File: src/rtl/muldiv_unit.sv
// Iterative multiply/divide unit owning the HI/LO registers.
// MULT/MULTU use shift-add, DIV/DIVU use restoring division; one bit per cycle, then a sign-fix cycle.
module muldiv_unit #(
  parameter int unsigned WIDTH = 32
) (
  input  logic             clk,
  input  logic             rst_n,
  input  logic             start,
  input  logic [1:0]       op,
  input  logic [WIDTH-1:0] src_a,
  input  logic [WIDTH-1:0] src_b,
  input  logic             we_hi,
  input  logic             we_lo,
  input  logic [WIDTH-1:0] wd,
  input  logic             cancel,
  output logic [WIDTH-1:0] hi,
  output logic [WIDTH-1:0] lo,
  output logic             busy,
  output logic             done
);

  localparam int unsigned CntW = (WIDTH > 1) ? $clog2(WIDTH) : 1;

  typedef enum logic [1:0] {StIdle, StRun, StFix} state_e;

  state_e             state_q, state_d;
  logic [2*WIDTH-1:0] acc_q, acc_d;
  logic [WIDTH-1:0]   opnd_q, opnd_d;
  logic [CntW-1:0]    cnt_q, cnt_d;
  logic               is_div_q, is_div_d;
  logic               neg_q, neg_d;
  logic               rem_neg_q, rem_neg_d;
  logic               b_zero_q, b_zero_d;
  logic [WIDTH-1:0]   hi_q, hi_d;
  logic [WIDTH-1:0]   lo_q, lo_d;
  logic               done_q, done_d;

  // Operand magnitudes and signs at issue
  logic             a_neg, b_neg, b_zero;
  logic [WIDTH-1:0] a_mag, b_mag;

  always_comb begin
    a_neg  = op[0] & src_a[WIDTH-1];
    b_neg  = op[0] & src_b[WIDTH-1];
    b_zero = (src_b == '0);
    a_mag  = a_neg ? -src_a : src_a;
    b_mag  = b_neg ? -src_b : src_b;
  end

  // One shift-add multiply step: accumulator holds {partial product, remaining multiplier}
  logic [WIDTH:0]       mul_sum;
  logic [2*WIDTH-1:0]   mul_next;

  always_comb begin
    mul_sum  = acc_q[0] ? ({1'b0, acc_q[2*WIDTH-1:WIDTH]} + {1'b0, opnd_q})
                        : {1'b0, acc_q[2*WIDTH-1:WIDTH]};
    mul_next = {mul_sum, acc_q[WIDTH-1:1]};
  end

  // One restoring divide step on {remainder, quotient}; extra top bit catches the borrow
  logic [WIDTH+1:0]     div_trial;
  logic [2*WIDTH-1:0]   div_next;

  always_comb begin
    div_trial = {1'b0, acc_q[2*WIDTH-1:WIDTH-1]} - {2'b00, opnd_q};
    if (div_trial[WIDTH+1]) begin
      div_next = {acc_q[2*WIDTH-2:0], 1'b0};
    end else begin
      div_next = {div_trial[WIDTH-1:0], acc_q[WIDTH-2:0], 1'b1};
    end
  end

  // Sign correction applied in the fix cycle
  logic [2*WIDTH-1:0] prod_fix;
  logic [WIDTH-1:0]   quot, rem, quot_fix, rem_fix;
  logic [WIDTH-1:0]   fix_hi, fix_lo;

  always_comb begin
    prod_fix = neg_q ? -acc_q : acc_q;
    quot     = acc_q[WIDTH-1:0];
    rem      = acc_q[2*WIDTH-1:WIDTH];
    quot_fix = (neg_q && !b_zero_q) ? -quot : quot;
    rem_fix  = (rem_neg_q && !b_zero_q) ? -rem : rem;
    fix_hi   = is_div_q ? rem_fix  : prod_fix[2*WIDTH-1:WIDTH];
    fix_lo   = is_div_q ? quot_fix : prod_fix[WIDTH-1:0];
  end

  always_comb begin
    state_d   = state_q;
    acc_d     = acc_q;
    opnd_d    = opnd_q;
    cnt_d     = cnt_q;
    is_div_d  = is_div_q;
    neg_d     = neg_q;
    rem_neg_d = rem_neg_q;
    b_zero_d  = b_zero_q;
    hi_d      = hi_q;
    lo_d      = lo_q;
    done_d    = 1'b0;

    unique case (state_q)
      StIdle: begin
        if (start) begin
          is_div_d  = op[1];
          neg_d     = a_neg ^ b_neg;
          rem_neg_d = a_neg;
          b_zero_d  = b_zero;
          cnt_d     = '0;
          state_d   = StRun;
          if (op[1]) begin
            // Divide by zero keeps the raw dividend so the remainder comes out as src_a
            acc_d  = {{WIDTH{1'b0}}, (b_zero ? src_a : a_mag)};
            opnd_d = b_mag;
          end else begin
            acc_d  = {{WIDTH{1'b0}}, b_mag};
            opnd_d = a_mag;
          end
        end else begin
          if (we_hi) hi_d = wd;
          if (we_lo) lo_d = wd;
        end
      end
      StRun: begin
        if (cancel) begin
          state_d = StIdle;
        end else begin
          acc_d = is_div_q ? div_next : mul_next;
          cnt_d = cnt_q + CntW'(1);
          if (cnt_q == CntW'(WIDTH - 1)) state_d = StFix;
        end
      end
      StFix: begin
        state_d = StIdle;
        if (!cancel) begin
          hi_d   = fix_hi;
          lo_d   = fix_lo;
          done_d = 1'b1;
        end
      end
      default: state_d = StIdle;
    endcase
  end

  always_ff @(posedge clk or negedge rst_n) begin
    if (!rst_n) begin
      state_q   <= StIdle;
      acc_q     <= '0;
      opnd_q    <= '0;
      cnt_q     <= '0;
      is_div_q  <= 1'b0;
      neg_q     <= 1'b0;
      rem_neg_q <= 1'b0;
      b_zero_q  <= 1'b0;
      hi_q      <= '0;
      lo_q      <= '0;
      done_q    <= 1'b0;
    end else begin
      state_q   <= state_d;
      acc_q     <= acc_d;
      opnd_q    <= opnd_d;
      cnt_q     <= cnt_d;
      is_div_q  <= is_div_d;
      neg_q     <= neg_d;
      rem_neg_q <= rem_neg_d;
      b_zero_q  <= b_zero_d;
      hi_q      <= hi_d;
      lo_q      <= lo_d;
      done_q    <= done_d;
    end
  end

  assign busy = (state_q == StRun) || (state_q == StFix);
  assign hi   = hi_q;
  assign lo   = lo_q;
  assign done = done_q;

endmodule

File: config.mk
export PLATFORM = sky130hd
export DESIGN_NAME = muldiv_unit
export DESIGN_NICKNAME = d
export VERILOG_FILES = /design/src/rtl/muldiv_unit.sv
export SDC_FILE = /design/constraint.sdc
export NUM_CORES = 1
export LEC_CHECK = 0
export BUFFER_PORTS_ARGS = -buffer_cell sky130_fd_sc_hd__buf_2
export CAP_MARGIN = 20
export CORE_UTILIZATION = 40
export DETAILED_ROUTE_END_ITERATION = 6
export GPL_ROUTABILITY_DRIVEN = 0
export HOLD_SLACK_MARGIN = 0.05
export PLACE_DENSITY = 0.63
export SLEW_MARGIN = 20
export SYNTH_ARGS = -nofsm -noshare
export SYNTH_HDL_FRONTEND = slang
export SYNTH_SLANG_ARGS = --single-unit
File: constraint.sdc
create_clock -name clk -period 7.7 [get_ports clk]
set_input_delay 1.155 -clock clk [delete_from_list [all_inputs] [get_ports clk]]
set_output_delay 1.155 -clock clk [all_outputs]
set_load 0.05 [all_outputs]
==> results of run 1 <==
cells in the mapped netlist, drive strengths merged (9+ instances only):
cell	n	share of area (%)
a21o	42	2.0
o221ai	11	0.63
and3	15	0.61
mux2i	51	3.3
o41ai	9	0.51
o21ai	258	8.4
xor2	92	5.2
nor2	167	4.1
clkbuf	94	2.3
o31ai	24	1.2
ha	73	5.9
nor3	30	0.97
nand3	24	0.78
or4	22	1.1
a31oi	17	0.69
a21oi	189	6.1
xnor2	88	5.0
o21bai	9	0.44
nor2b	16	0.65
buf	26	0.79
nand2b	13	0.53
nor4	19	0.81
nand2	260	6.4
nand4	10	0.41
dfrtp	172	28
or2	9	0.38
or3	32	1.3
inv	65	1.6
a211oi	35	1.7
and2	9	0.38
o22ai	9	0.37
a211o	9	0.51
o211ai	19	0.93
mux2	9	0.66
cells in the final DEF, fill, tap and decap left out, types with 9 or more instances in the layout:
| master | count |
|---|---|
| nand2_1 | 257 |
| o21ai_0 | 252 |
| a21oi_1 | 189 |
| dfrtp_1 | 171 |
| buf_2 | 167 |
| nor2_1 | 164 |
| xor2_1 | 92 |
| xnor2_1 | 88 |
| ha_1 | 72 |
| inv_1 | 65 |
| mux2i_1 | 51 |
| a21o_1 | 42 |
| a211oi_1 | 35 |
| or3_1 | 31 |
| nor3_1 | 30 |
| nand3_1 | 24 |
| o31ai_1 | 24 |
| or4_1 | 20 |
| o211ai_1 | 19 |
| nor4_1 | 18 |
| a31oi_1 | 17 |
| clkbuf_16 | 17 |
| buf_4 | 17 |
| and3_1 | 15 |
| nor2b_1 | 15 |
| nand2b_1 | 13 |
| o221ai_1 | 11 |
| nand4_1 | 10 |
| o41ai_1 | 9 |
| o22ai_1 | 9 |
| o21bai_1 | 9 |
| a211o_1 | 9 |
| mux2_2 | 9 |
worst reg2reg max path, stage by stage (launching register included):
cell	delay, ns
dfrtp_1	0.46
inv_1	0.12
ha_1	0.18
inv_1	0.06
fa_1	0.41
a21oi_1	0.21
nand4b_1	0.20
a31oi_1	0.24
o21ai_0	0.44
a21oi_1	0.19
o41ai_1	0.97
o22ai_1	0.25
and3b_1	0.25
o311ai_0	0.34
o211ai_1	0.14
sequential cells by signal (all words and copies together), names as in the netlist:
| name | count |
|---|---|
| acc_q | 64 |
| is_div_q | 1 |
| hi | 32 |
| lo | 32 |
| done | 1 |
| opnd_q | 32 |
| cnt_q | 5 |
| b_zero_q | 1 |
| state_q | 2 |
| rem_neg_q | 1 |
| neg_q | 1 |
final timing paths:
path / slack (ns) / start / depth (start not counted) / to
setup / recovery: 3.13 / acc_q[31] / 14 / acc_q[62]
hold / removal: 0.48 / lo[18] / 2 / lo[18]
setup reg to reg: 3.13 / acc_q[31] / 14 / acc_q[62]
hold reg to reg: 0.48 / lo[18] / 2 / lo[18]
max in group asynchronous: 5.77 / rst_n / 2 / is_div_q
min in group asynchronous: 0.67 / rst_n / 1 / hi[0]
through the flow:
step | power, mW | cell area, um^2 | util [%] | cells
after floorplan | 5.652 | 15400 | - | 2017
after global placement | 6.986 | 16580 | 43.93 | 2593
after detailed placement | 7.065 | 16580 | 43.93 | 2593
after CTS | 7.983 | 17190 | 45.53 | 2625
after global routing | 8.624 | 17190 | 45.53 | 2625
final | 8.079 | 17190 | 45.53 | 2625
area by class of cell:
type	instances	area, um^2	share of cell area [%]
multi-input combinational	1659	10420	60.61
sequential	172	4305	25.05
clock buffer	18	439.2	2.555
timing repair buffer	185	974.7	5.670
clock inverter	14	165.2	0.9608
tap	511	639.4	3.720
inverter	66	247.7	1.441
power by group through the flow:
stage	clock, mW	sequential (mW)	combinational (mW)
floorplan	0	2.19	3.46
global placement	0	1.91	5.07
detailed placement	0	1.94	5.13
CTS	0.912	1.92	5.15
global route	0.939	1.99	5.70
finish	0.902	1.95	5.23
per-layer routing:
metal  wire [um]  part of all wire, %  vias to the layer above
met1       25380                   46                     7520
met2       23140                   42                      835
li1            -                    -                     7428
met5           0                    0                        -
met4        1591                  2.9                        0
met3        4907                  8.9                       93
cell families (layout without fill, tap and decap cells):
logic type      Yosys count  in the layout  share of synthesized area (%)
compound gates          700            700                          27.51
simple gates            644            644                          19.46
buf+inv                 186            283                          4.687
xor+xnor                180            180                          10.24
flops                   172            172                          27.94
fa+ha+maj                75             75                          6.190
mux                      60             60                          3.972
==> results.json, run 1 <==
{
  "status": "finished, final reports clean",
  "p_leak_nw": 7.538,
  "start_util_pct": 40.80,
  "fp.dieH_um": 198.2,
  "cts_setup_buffers": 0,
  "first_pass_iters": 5,
  "grt_pass1_vias": 14110,
  "irDropWorstVdd_mv": 0.1829,
  "setup_tns_ns": 0,
  "start_kind": "register",
  "top_usage_layer": "met1",
  "slew_headroom_pct": 26.18,
  "min_period_ns": 4.569,
  "nNetsFinal": 2280,
  "netlist_area_um2": 15400,
  "min_period_over_period_pct": 59.33,
  "crit_path_top_delay_cell": "o41ai_1",
  "synthArstFlopShare_pct": 100.0,
  "skew_ns": 0.01289,
  "cts-root-buf": "clkbuf_16",
  "fillers": 3772,
  "slew_violations": 0,
  "layout-drive-gt1-share_pct": 12.35,
  "hold_class": "reg2reg",
  "avgSynthCellArea_um2": 7.636,
  "p_comb_share_pct": 64.7,
  "grt.overflow.total": 0,
  "required_ns": 8.03,
  "clockBufferDepth": 2,
  "p_sw_mw": 4.462,
  "p_clk_share_pct": 11.2,
  "io_pins": 170,
  "wl_um": 55020,
  "crit_chain": "inv_1 -> ha_1 -> inv_1 -> fa_1 -> a21oi_1 -> nand4b_1 -> a31oi_1 -> o21ai_0 -> a21oi_1 -> o41ai_1 -> o22ai_1 -> and3b_1 -> o311ai_0 -> o211ai_1",
  "seq_power_share_pct": 24.1,
  "criticalPathCategory": "reg2reg",
  "sw_frac_of_total_pct": 55.22,
  "final-setup-viol-count": 0,
  "ys_seq_area_share_pct": 27.94,
  "path_delay_family": "compound AO/OA/AOI/OAI gates",
  "yosysWarnings": 0,
  "cts_tree": "built",
  "dpl_worst_slack_ns": 3.109,
  "cts_max_level": 4,
  "syn_to_final_growth_pct": 11.60,
  "wire_per_inst_um": 20.96,
  "core_area_um2": 37760,
  "viasPerCell": 6.048,
  "clkLatencyLatePin_ns": 0.46,
  "cts.clk_slew.worst_paths_ns": 0.08,
  "rsz0062_at_grt": "false",
  "row_count": 71,
  "ys.flop_type": "dfrtp_1",
  "use_met3_pct": 3.832,
  "met2_usage_pct": 40.86,
  "synth_edf_count": 0,
  "synth_cell_type_count": 77,
  "arrival_ns": 4.89,
  "whs_ns": 0.4790,
  "p_int_mw": 3.617,
  "grt_pass1_wl_um": 83190,
  "grt_max_degree": 105,
  "dp_hpwl_um": 42440,
  "grtUsageTotal_pct": 27.68,
  "synth_nets": 2196,
  "syn_inst": 2017,
  "worst_pin_slew_ns": 1.093,
  "cp-end-kind": "register",
  "grtUsageMet1_pct": 40.99,
  "worst-path-buf-inv": 2,
  "power.density_nw_per_um2": 470.0,
  "ys_seq_elements": 172,
  "drc": 0,
  "fmax_mhz": 218.9,
  "setup_slack_ns": 3.131,
  "vias": 15880,
  "antenna_left": 0,
  "max_stage_delay_ns": 0.97,
  "maxCapViolations": 0,
  "post_cts_resized": 0,
  "portBuffers": 169,
  "cts_inserted_buffers": 17,
  "hold_buffers": 0,
  "die_w_um": 198.2,
  "path_max_fanout": 5,
  "finalHoldViolations": 0,
  "antenna_cells": 0,
  "antenna_found_initial": 0,
  "cts.sinks": 172,
  "drt_iter0_drc": 1553,
  "die-area_um2": 39300
}
Power figures use the tool's default switching activity.
==> run 2, diff against run 1 <==
Settings changed: PLACE_DENSITY 0.63 to 0.65.
Clock period 7.7 ns to 3.7 ns, I/O delays scaled along.
==> run 2 against run 1 <==
Combinational power up 130%. First-iteration DRC count up 31%. Sequential share of layout area down 0.79 points. Die area unchanged.
==> results.json, run 2 (synthesis results as in run 1) <==
{
  "min_period_over_period_pct": 97.05,
  "regMostFlops": "acc_q",
  "cts_tree": "built",
  "startpoint": "opnd_q[0]",
  "io_pins": 170,
  "grt_max_degree": 107,
  "grt.overflow.total": 0,
  "crit_path_top_delay_cell": "dfrtp_1",
  "nNetsFinal": 2347,
  "path_max_fanout": 4,
  "start_util_pct": 40.80,
  "dpl_worst_slack_ns": 0.01320,
  "antenna_left": 0,
  "fp.dieH_um": 198.2,
  "dp_hpwl_um": 44540,
  "die_w_um": 198.2,
  "antenna_found_initial": 2,
  "syn_to_final_growth_pct": 15.25,
  "grtUsageTotal_pct": 29.00,
  "first_pass_iters": 6,
  "drt_iter0_drc": 2040,
  "cts-root-buf": "clkbuf_16",
  "criticalPathCategory": "reg2reg",
  "irDropWorstVdd_mv": 0.3642,
  "wire_per_inst_um": 21.25,
  "r2r-start": "opnd_q[0]",
  "start_kind": "register",
  "grt_pass1_wl_um": 87070,
  "maxCapViolations": 0,
  "slew_headroom_pct": 32.29,
  "finalHoldViolations": 0,
  "clockBufferDepth": 2,
  "arrival_ns": 3.91,
  "required_ns": 4.02,
  "final_cell_area_um2": 17750,
  "clkLatencyLatePin_ns": 0.47,
  "place_area_um2": 17130,
  "worst-path-buf-inv": 3,
  "p_leak_nw": 7.891,
  "status": "finished, final reports clean",
  "final_common_cell": "nand2_1",
  "die-area_um2": 39300,
  "mostFrequentLayoutCells": "257 x nand2_1, 251 x o21ai_0, 189 x a21oi_1",
  "viasPerCell": 6.037,
  "setup_slack_ns": 0.1090,
  "max_stage_delay_ns": 0.44,
  "cts_setup_buffers": 0,
  "wl_um": 57210,
  "antenna_cells": 0,
  "power.density_nw_per_um2": 986.9,
  "core_area_um2": 37760,
  "drc": 0,
  "row_count": 71,
  "cp-end-kind": "register",
  "path_delay_family": "compound AO/OA/AOI/OAI gates",
  "slew_violations": 0,
  "grt_pass1_vias": 14690,
  "min_period_ns": 3.591,
  "crit_chain": "ha_1 -> inv_1 -> fa_1 -> a21oi_1 -> nand4b_1 -> a31oi_1 -> o21ai_1 -> buf_4 -> a21oi_1 -> o41ai_2 -> buf_4 -> o22ai_1 -> and3b_1 -> o311ai_1 -> o211ai_1",
  "cts_inserted_buffers": 17,
  "largest_reg_flops": 64,
  "vias": 16250,
  "worst_pin_slew_ns": 1.012,
  "layout-drive-gt1-share_pct": 15.18,
  "cts.sinks": 172,
  "fmax_mhz": 278.5,
  "cts_max_level": 4,
  "final-setup-viol-count": 0,
  "skew_ns": 0.01693,
  "portBuffers": 169,
  "cts.clk_slew.worst_paths_ns": 0.08,
  "hold_class": "in2async"
}
run 2: worst paths after layout:
kind	cells after the start	endpoint	slack (ns)
worst max-delay path	15	acc_q[62]	0.11
worst min-delay path	1	hi[3]	0.1
worst max register to register	15	acc_q[62]	0.11
worst min register to register	2	lo[15]	0.48
max in group asynchronous	2	opnd_q[20]	2.73
min in group clk	2	done	0.35
run 2: power by group:
part	internal, mW	leakage (nW)	switching (mW)	total (mW)
Combinational	4.29	5.48	7.68	12.0
Clock	1.01	0.285	0.892	1.90
Sequential	2.73	2.12	0.913	3.65
run 2: routing by layer:
| metal | track usage, % | share of wire [%] | vias up |
|---|---|---|---|
| met5 | 0 | 0.047 | - |
| met4 | 9.790 | 3.4 | 4 |
| met3 | 4.923 | 9.6 | 95 |
| met2 | 42.43 | 42 | 882 |
| met1 | 42.58 | 45 | 7710 |
| li1 | - | - | 7561 |
run 2: final cells by class:
type                       count  area, um^2
fill                        3733       20000
multi-input combinational   1659       10440
sequential                   172        4305
timing repair buffer         252        1528
tap                          511       639.4
clock buffer                  18       429.2
inverter                      66       247.7
clock inverter                14       157.7
run 2: through the flow:
| stage | hold WS (ns) | cells | utilization [%] | power (mW) | TNS (ns) |
|---|---|---|---|---|---|
| finish | 0.09765 | 2692 | 47.02 | 17.52 | 0 |
| global route | 0.1554 | 2692 | 47.02 | 18.66 | -0.02651 |
| CTS | 0.1587 | 2692 | 46.92 | 17.22 | 0 |
| detailed placement | 0.4653 | 2660 | 45.37 | 15.29 | 0 |
| global placement | 0.4553 | 2660 | 45.37 | 15.07 | 0 |
| floorplan | 0.2594 | 2017 | - | 11.76 | 0 |
run 2: repair_timing:
action | 4_1_cts | 5_1_grt
endpoints found under the hold margin | 0 | 0
endpoints found under the setup margin | 1 | 12
hold buffers | 0 | 0
resized for setup | 1 | 9
